## src/rtl/mult_div_unit.sv

```systemverilog
// -----------------------------------------------------------------------------
// mult_div_unit
//   Iterative multiply/divide unit with architectural HI/LO registers, placed
//   beside the ALU in EX. Shift-add multiply and restoring divide retire one
//   bit per cycle on operand magnitudes; a final FIXUP cycle applies signs
//   and writes HI/LO.
//
// Ports:
//   clk          rising-edge clock
//   reset        asynchronous, active-high reset
//   start        launch an op (sampled only in IDLE)
//   op           00 MULT, 01 MULTU, 10 DIV, 11 DIVU
//   operand_a    rs value (multiplicand / dividend)
//   operand_b    rt value (multiplier / divisor)
//   hi_we/lo_we  MTHI / MTLO write strobes (honoured only in IDLE)
//   wdata        MTHI / MTLO data
//   busy         operation in progress (stall request)
//   done         one-cycle pulse, HI/LO just updated
//   div_by_zero  qualifies done: the divisor was zero
//   hi, lo       architectural HI / LO registers
// -----------------------------------------------------------------------------
module mult_div_unit #(
  parameter int WIDTH = 32
) (
  input  logic             clk,
  input  logic             reset,
  input  logic             start,
  input  logic [1:0]       op,
  input  logic [WIDTH-1:0] operand_a,
  input  logic [WIDTH-1:0] operand_b,
  input  logic             hi_we,
  input  logic             lo_we,
  input  logic [WIDTH-1:0] wdata,
  output logic             busy,
  output logic             done,
  output logic             div_by_zero,
  output logic [WIDTH-1:0] hi,
  output logic [WIDTH-1:0] lo
);

  localparam int CW = $clog2(WIDTH) + 1;

  typedef enum logic [1:0] {
    IDLE  = 2'd0,
    ITER  = 2'd1,
    FIXUP = 2'd2
  } state_t;

  state_t state, state_next;

  logic [1:0]         op_reg;
  logic               sign_a_reg;
  logic               sign_b_reg;
  logic               dbz_reg;
  logic [CW-1:0]      counter;
  // MUL: multiplicand magnitude. DIV: divisor magnitude.
  logic [WIDTH-1:0]   opnd_reg;
  // MUL: {product high, multiplier/product low}. DIV: {remainder, quotient}.
  // On divide-by-zero the upper half carries raw operand_a straight to HI.
  logic [2*WIDTH-1:0] acc;

  // Launch-time magnitudes; signed ops (op[0]=0) take two's-complement abs.
  logic             launch_signed;
  logic [WIDTH-1:0] mag_a;
  logic [WIDTH-1:0] mag_b;
  logic             launch_dbz;

  always_comb begin
    launch_signed = ~op[0];
    mag_a         = (launch_signed && operand_a[WIDTH-1]) ? (~operand_a + 1'b1) : operand_a;
    mag_b         = (launch_signed && operand_b[WIDTH-1]) ? (~operand_b + 1'b1) : operand_b;
    launch_dbz    = op[1] && (operand_b == '0);
  end

  // ---------------------------------------------------------------------------
  // FSM: state register + next-state logic
  // ---------------------------------------------------------------------------
  always_ff @(posedge clk or posedge reset) begin
    if (reset) begin
      state <= IDLE;
    end else begin
      state <= state_next;
    end
  end

  always_comb begin
    state_next = state;
    case (state)
      IDLE: begin
        if (start) begin
          state_next = launch_dbz ? FIXUP : ITER;
        end
      end
      ITER: begin
        if (counter == CW'(WIDTH - 1)) begin
          state_next = FIXUP;
        end
      end
      FIXUP:   state_next = IDLE;
      default: state_next = IDLE;
    endcase
  end

  // ---------------------------------------------------------------------------
  // One-bit-per-cycle datapath steps
  // ---------------------------------------------------------------------------
  logic [WIDTH:0]     mul_sum;
  logic [2*WIDTH-1:0] mul_step;
  logic [WIDTH:0]     rem_shift;
  logic [WIDTH+1:0]   trial;
  logic [2*WIDTH-1:0] div_step;

  always_comb begin
    // Multiply: conditional add into the upper half, carry kept so the
    // following right shift brings it into the MSB.
    mul_sum  = {1'b0, acc[2*WIDTH-1:WIDTH]} + {1'b0, opnd_reg};
    mul_step = acc[0] ? {mul_sum, acc[WIDTH-1:1]} : {1'b0, acc[2*WIDTH-1:1]};

    // Divide: shifted remainder needs WIDTH+1 bits because the divisor may
    // use all WIDTH bits; the extra MSB of trial is the borrow.
    rem_shift = {acc[2*WIDTH-1:WIDTH], acc[WIDTH-1]};
    trial     = {1'b0, rem_shift} - {2'b00, opnd_reg};
    if (trial[WIDTH+1]) begin
      div_step = {rem_shift[WIDTH-1:0], acc[WIDTH-2:0], 1'b0};
    end else begin
      div_step = {trial[WIDTH-1:0], acc[WIDTH-2:0], 1'b1};
    end
  end

  // ---------------------------------------------------------------------------
  // Sign fix-up and final HI/LO selection
  // ---------------------------------------------------------------------------
  logic [WIDTH-1:0]   res_hi;
  logic [WIDTH-1:0]   res_lo;
  logic [WIDTH-1:0]   quot;
  logic [WIDTH-1:0]   rem;
  logic [2*WIDTH-1:0] prod_neg;

  always_comb begin
    quot     = acc[WIDTH-1:0];
    rem      = acc[2*WIDTH-1:WIDTH];
    prod_neg = ~acc + 1'b1;
    res_hi   = acc[2*WIDTH-1:WIDTH];
    res_lo   = acc[WIDTH-1:0];
    if (dbz_reg) begin
      res_hi = acc[2*WIDTH-1:WIDTH];
      res_lo = '1;
    end else if (op_reg[1]) begin
      // Sign flags are only ever set for signed ops, so DIVU passes through.
      res_lo = (sign_a_reg ^ sign_b_reg) ? (~quot + 1'b1) : quot;
      res_hi = sign_a_reg ? (~rem + 1'b1) : rem;
    end else if (sign_a_reg ^ sign_b_reg) begin
      res_hi = prod_neg[2*WIDTH-1:WIDTH];
      res_lo = prod_neg[WIDTH-1:0];
    end
  end

  // ---------------------------------------------------------------------------
  // Datapath and architectural registers
  // ---------------------------------------------------------------------------
  always_ff @(posedge clk or posedge reset) begin
    if (reset) begin
      op_reg      <= '0;
      sign_a_reg  <= 1'b0;
      sign_b_reg  <= 1'b0;
      dbz_reg     <= 1'b0;
      counter     <= '0;
      opnd_reg    <= '0;
      acc         <= '0;
      hi          <= '0;
      lo          <= '0;
      busy        <= 1'b0;
      done        <= 1'b0;
      div_by_zero <= 1'b0;
    end else begin
      busy        <= (state_next != IDLE);
      done        <= (state == FIXUP);
      div_by_zero <= (state == FIXUP) && dbz_reg;

      case (state)
        IDLE: begin
          // MTHI/MTLO land even when start is also high; the op result
          // overwrites them later.
          if (hi_we) hi <= wdata;
          if (lo_we) lo <= wdata;
          if (start) begin
            op_reg     <= op;
            sign_a_reg <= launch_signed && operand_a[WIDTH-1];
            sign_b_reg <= launch_signed && operand_b[WIDTH-1];
            dbz_reg    <= launch_dbz;
            counter    <= '0;
            if (launch_dbz) begin
              opnd_reg <= '0;
              acc      <= {operand_a, {WIDTH{1'b1}}};
            end else if (op[1]) begin
              opnd_reg <= mag_b;
              acc      <= {{WIDTH{1'b0}}, mag_a};
            end else begin
              opnd_reg <= mag_a;
              acc      <= {{WIDTH{1'b0}}, mag_b};
            end
          end
        end
        ITER: begin
          acc     <= op_reg[1] ? div_step : mul_step;
          counter <= counter + CW'(1);
        end
        FIXUP: begin
          hi <= res_hi;
          lo <= res_lo;
        end
        default: ;
      endcase
    end
  end

endmodule

```

## config.mk

```make
export PLATFORM = sky130hd
export DESIGN_NAME = mult_div_unit
export DESIGN_NICKNAME = d
export VERILOG_FILES = /design/src/rtl/mult_div_unit.sv
export SDC_FILE = /design/constraint.sdc
export NUM_CORES = 1
export LEC_CHECK = 0
export ABC_AREA = 1
export BUFFER_PORTS_ARGS = -buffer_cell sky130_fd_sc_hd__buf_2
export CAP_MARGIN = 15
export CORE_ASPECT_RATIO = 0.9
export CORE_MARGIN = 2
export CORE_UTILIZATION = 50
export CTS_BUF_LIST = sky130_fd_sc_hd__clkbuf_8
export DETAILED_ROUTE_END_ITERATION = 8
export PLACE_DENSITY = 0.72
export SYNTH_ARGS = -nofsm -noshare
export SYNTH_HDL_FRONTEND = slang
export SYNTH_SLANG_ARGS = --single-unit
```

## constraint.sdc

```tcl
create_clock -name clk -period 5.2 [get_ports clk]
set_clock_uncertainty 0.05 [all_clocks]
set_input_delay 0.78 -clock clk [delete_from_list [all_inputs] [get_ports clk]]
set_output_delay 0.78 -clock clk [all_outputs]
set_load 0.005 [all_outputs]
```

==> results by group <==
Status
  • Result of the run: completed

Worst setup path
  • CP Data Required Time: 5.60 ns
  • Critical Path AT: 3.72 ns
  • Worst flop-to-flop path startpoint: sign_a_reg
  • Critical path start-end classification: reg -> reg
  • Worst setup EP type: flip-flop
  • Crit path max fanout: 38
  • Startpoint type of the worst setup path: flip-flop
  • Launch point of the worst path: sign_a_reg

Die
  • Die W: 207.2 microns
  • Effective utilization at floorplan: 0.5101
  • Vertical die dimension: 186.9 microns
  • Number of rows in the core area: 66
  • Top-Level Pins: 170
  • Core ar.: 0.03642 sq mm
  • Die area: 0.03871 sq mm

STA
  • Worst slew margin relative to its limit: 0.2594
  • Unrepaired setup endpoints after global routing: no
  • Final setup vio count: 0
  • Final setup margin: 1.882 ns
  • Setup TNS: 0 ns
  • Final-report max-slew violation count: 0
  • Transition at the pin with the smallest max-transition slack: 1.111 ns
  • Highest Clock Rate: 301.4 MHz
  • Final period utilization: 0.6380
  • Number of hold violations in the final report: 0
  • Min cycle time layout: 3.318 ns

CTS
  • Total CTS buffers: 17
  • Clk root buf: clkbuf_8
  • Clock tree from TritonCTS: built
  • Number of gates resized after cts: 0
  • Post-CTS Setup Bufs: 0
  • CTS Hold Bufs: 0
  • Clock transition at path regs: 0.11 ns
  • Sinks on the clock net: 175
  • Latest clock arrival within the worst-skew pair: 0.53 ns
  • Max H-tree Level: 4
  • Longest Clk Path Bufs: 2

Cells and area
  • Largest reg by FF count: acc
  • Final core area utilization: 0.5552
  • Number of nets in the finished design: 3433
  • Post-route cell area: 0.02022 sq mm
  • Growth of design area from synthesis to finish: 8.851%
  • Largest register FFs: 64
  • Layout cells sized above 1: 0.08833

Detailed routing
  • DRC violation count after routing: 0
  • Routed WL: 86400 microns
  • DRT iter0 DRCs: 4067
  • Routed via count divided by cell count: 6.165
  • Drt wl/cell: 23.04 microns
  • Total iterations of the first detailed-routing run: 8
  • Vias: 23.12k
  • Remaining antenna violation count after routing: 0

Yosys
  • Cell with the most instances after synthesis: nand2_1
  • Avg Cell Area, Syn: 5.880 sq um
  • Async set or reset register ratio after synthesis: 1.000
  • Number of cells produced by synthesis: 3159
  • Most area-hungry cell type in the Yosys netlist: dfrtp_1
  • Most used standard cells in the synthesized netlist: nand2_1 (905), inv_1 (390), nor2_1 (377)
  • Synth Net Count: 3333
  • Top FF cell, synth: dfrtp_1
  • Post-synthesis cell type count: 53
  • Ys Warns: 0
  • Number of synthesized register bits: 175
  • Post-synth EDFFs: 0
  • Mapped Area: 0.01858 sq mm
  • Register area share after synthesis: 0.2358
  • Post-synth top area share: 0.2358
  • Top area cells in the synthesized netlist: dfrtp_1 (24%), nand2_1 (18%), inv_1 (7.9%)

GRT
  • Initial antenna violation count: 2
  • Sum of overflow across all layers after global routing: 0
  • Largest net degree at the start of global routing: 176
  • Wire length of the first global-routing pass: 128300 microns
  • Number of global-route vias before repair: 20.82k
  • All-layer global routing usage: 0.4328

Placement
  • RePlAce Congestion: 1.179
  • DP Wirelength: 68940 microns
  • Placed cell areas: 0.01974 sq mm
  • Placement Setup Slack: 1.570 ns
  • PortBufs: 169

Power
  • Areal power density over the cells: 768.3 mW/mm^2
  • Worst ir drop on vdd: 0.0003986 V
  • Overall power consumption: 0.01554 W
  • Lkg Pwr: 10.12 nW

Run
  • Max-capacitance violation count: 0

Hold path
  • Tightest Hold Check Type: in -> async
per-layer routing:
metal  up-vias  GRT usage  share of wire
li1      10496          -              -
met3       241     0.1184           0.14
met4         4     0.1920          0.052
met2      1729     0.6104           0.40
met1     10649     0.6145           0.41
met5         -          0        0.00029
final cells by class:
type | instances | area (sq um)
fillers | 3760 | 16200
multi-input cells | 2468 | 12230
flip-flops and latches | 175 | 4383
inverters | 406 | 1530
repair buffers | 191 | 1084
well taps | 476 | 595.6
clock buffers | 18 | 247.7
clock inverters | 14 | 142.6
diodes | 2 | 5.005
critical path: stages (launching register included):
cell      delay, ns
dfrtp_1        0.41
inv_2          0.12
nand2_1        0.07
nand2_1        0.58
clkinv_1       0.58
buf_4          0.43
a21oi_1        0.44
nand3_1        0.17
nand3_1        0.10
nand3_1        0.11
a21oi_1        0.17
report_power, final:
group          switching [W]  internal (W)  total [W]
registers            0.00117       0.00204    0.00320
logic                0.00782       0.00350     0.0113
clock network       0.000643      0.000371    0.00101
total                0.00963       0.00591     0.0155
path summary, 6_finish.rpt:
path	endpoint	slack, ns	cells after the start
setup / recovery	hi[21]	1.88	10
hold / removal	opnd_reg[26]	0.44	3
setup reg to reg	hi[21]	1.88	10
hold reg to reg	hi[19]	0.48	2
max in group asynchronous	hi[15]	3.82	3
min in group clk	hi[19]	0.48	2
placed cells by master, fill, tap and decap left out, types with 14 or more instances in the layout:
cell and instances:
nand2_1 905, inv_1 389, nor2_1 374, nand3_1 282
a21oi_1 277, o21ai_0 192, dfrtp_1 174, buf_2 169
xor2_1 78, ha_1 69, nand4_1 46, o31ai_1 28
o22ai_1 28, nor3_1 24, a31oi_1 22, o21bai_1 18
clkbuf_8 18, buf_4 18, a22oi_1 17, o211ai_1 14
through the flow:
stage | hold slack, ns | std cells
3_5_place_dp | 0.4603 | 3713
3_3_place_gp | 0.4503 | 3713
6_report | 0.4411 | 3750
2_1_floorplan | 0.4297 | 3159
4_1_cts | 0.4875 | 3745
5_1_grt | 0.5060 | 3748
logic make-up after synthesis:
group	after synthesis	synth area share
AND/OR/NAND/NOR	1686	0.3805
XOR/XNOR	91	0.04291
adder cells (fa/ha/maj)	71	0.04863
multiplexers	1	0.0005389
flip-flops	175	0.2358
AO/OA/AOI/OAI	619	0.1847
buffers and inverters	516	0.1070
No activity file was read; power rests on OpenSTA's default activity.
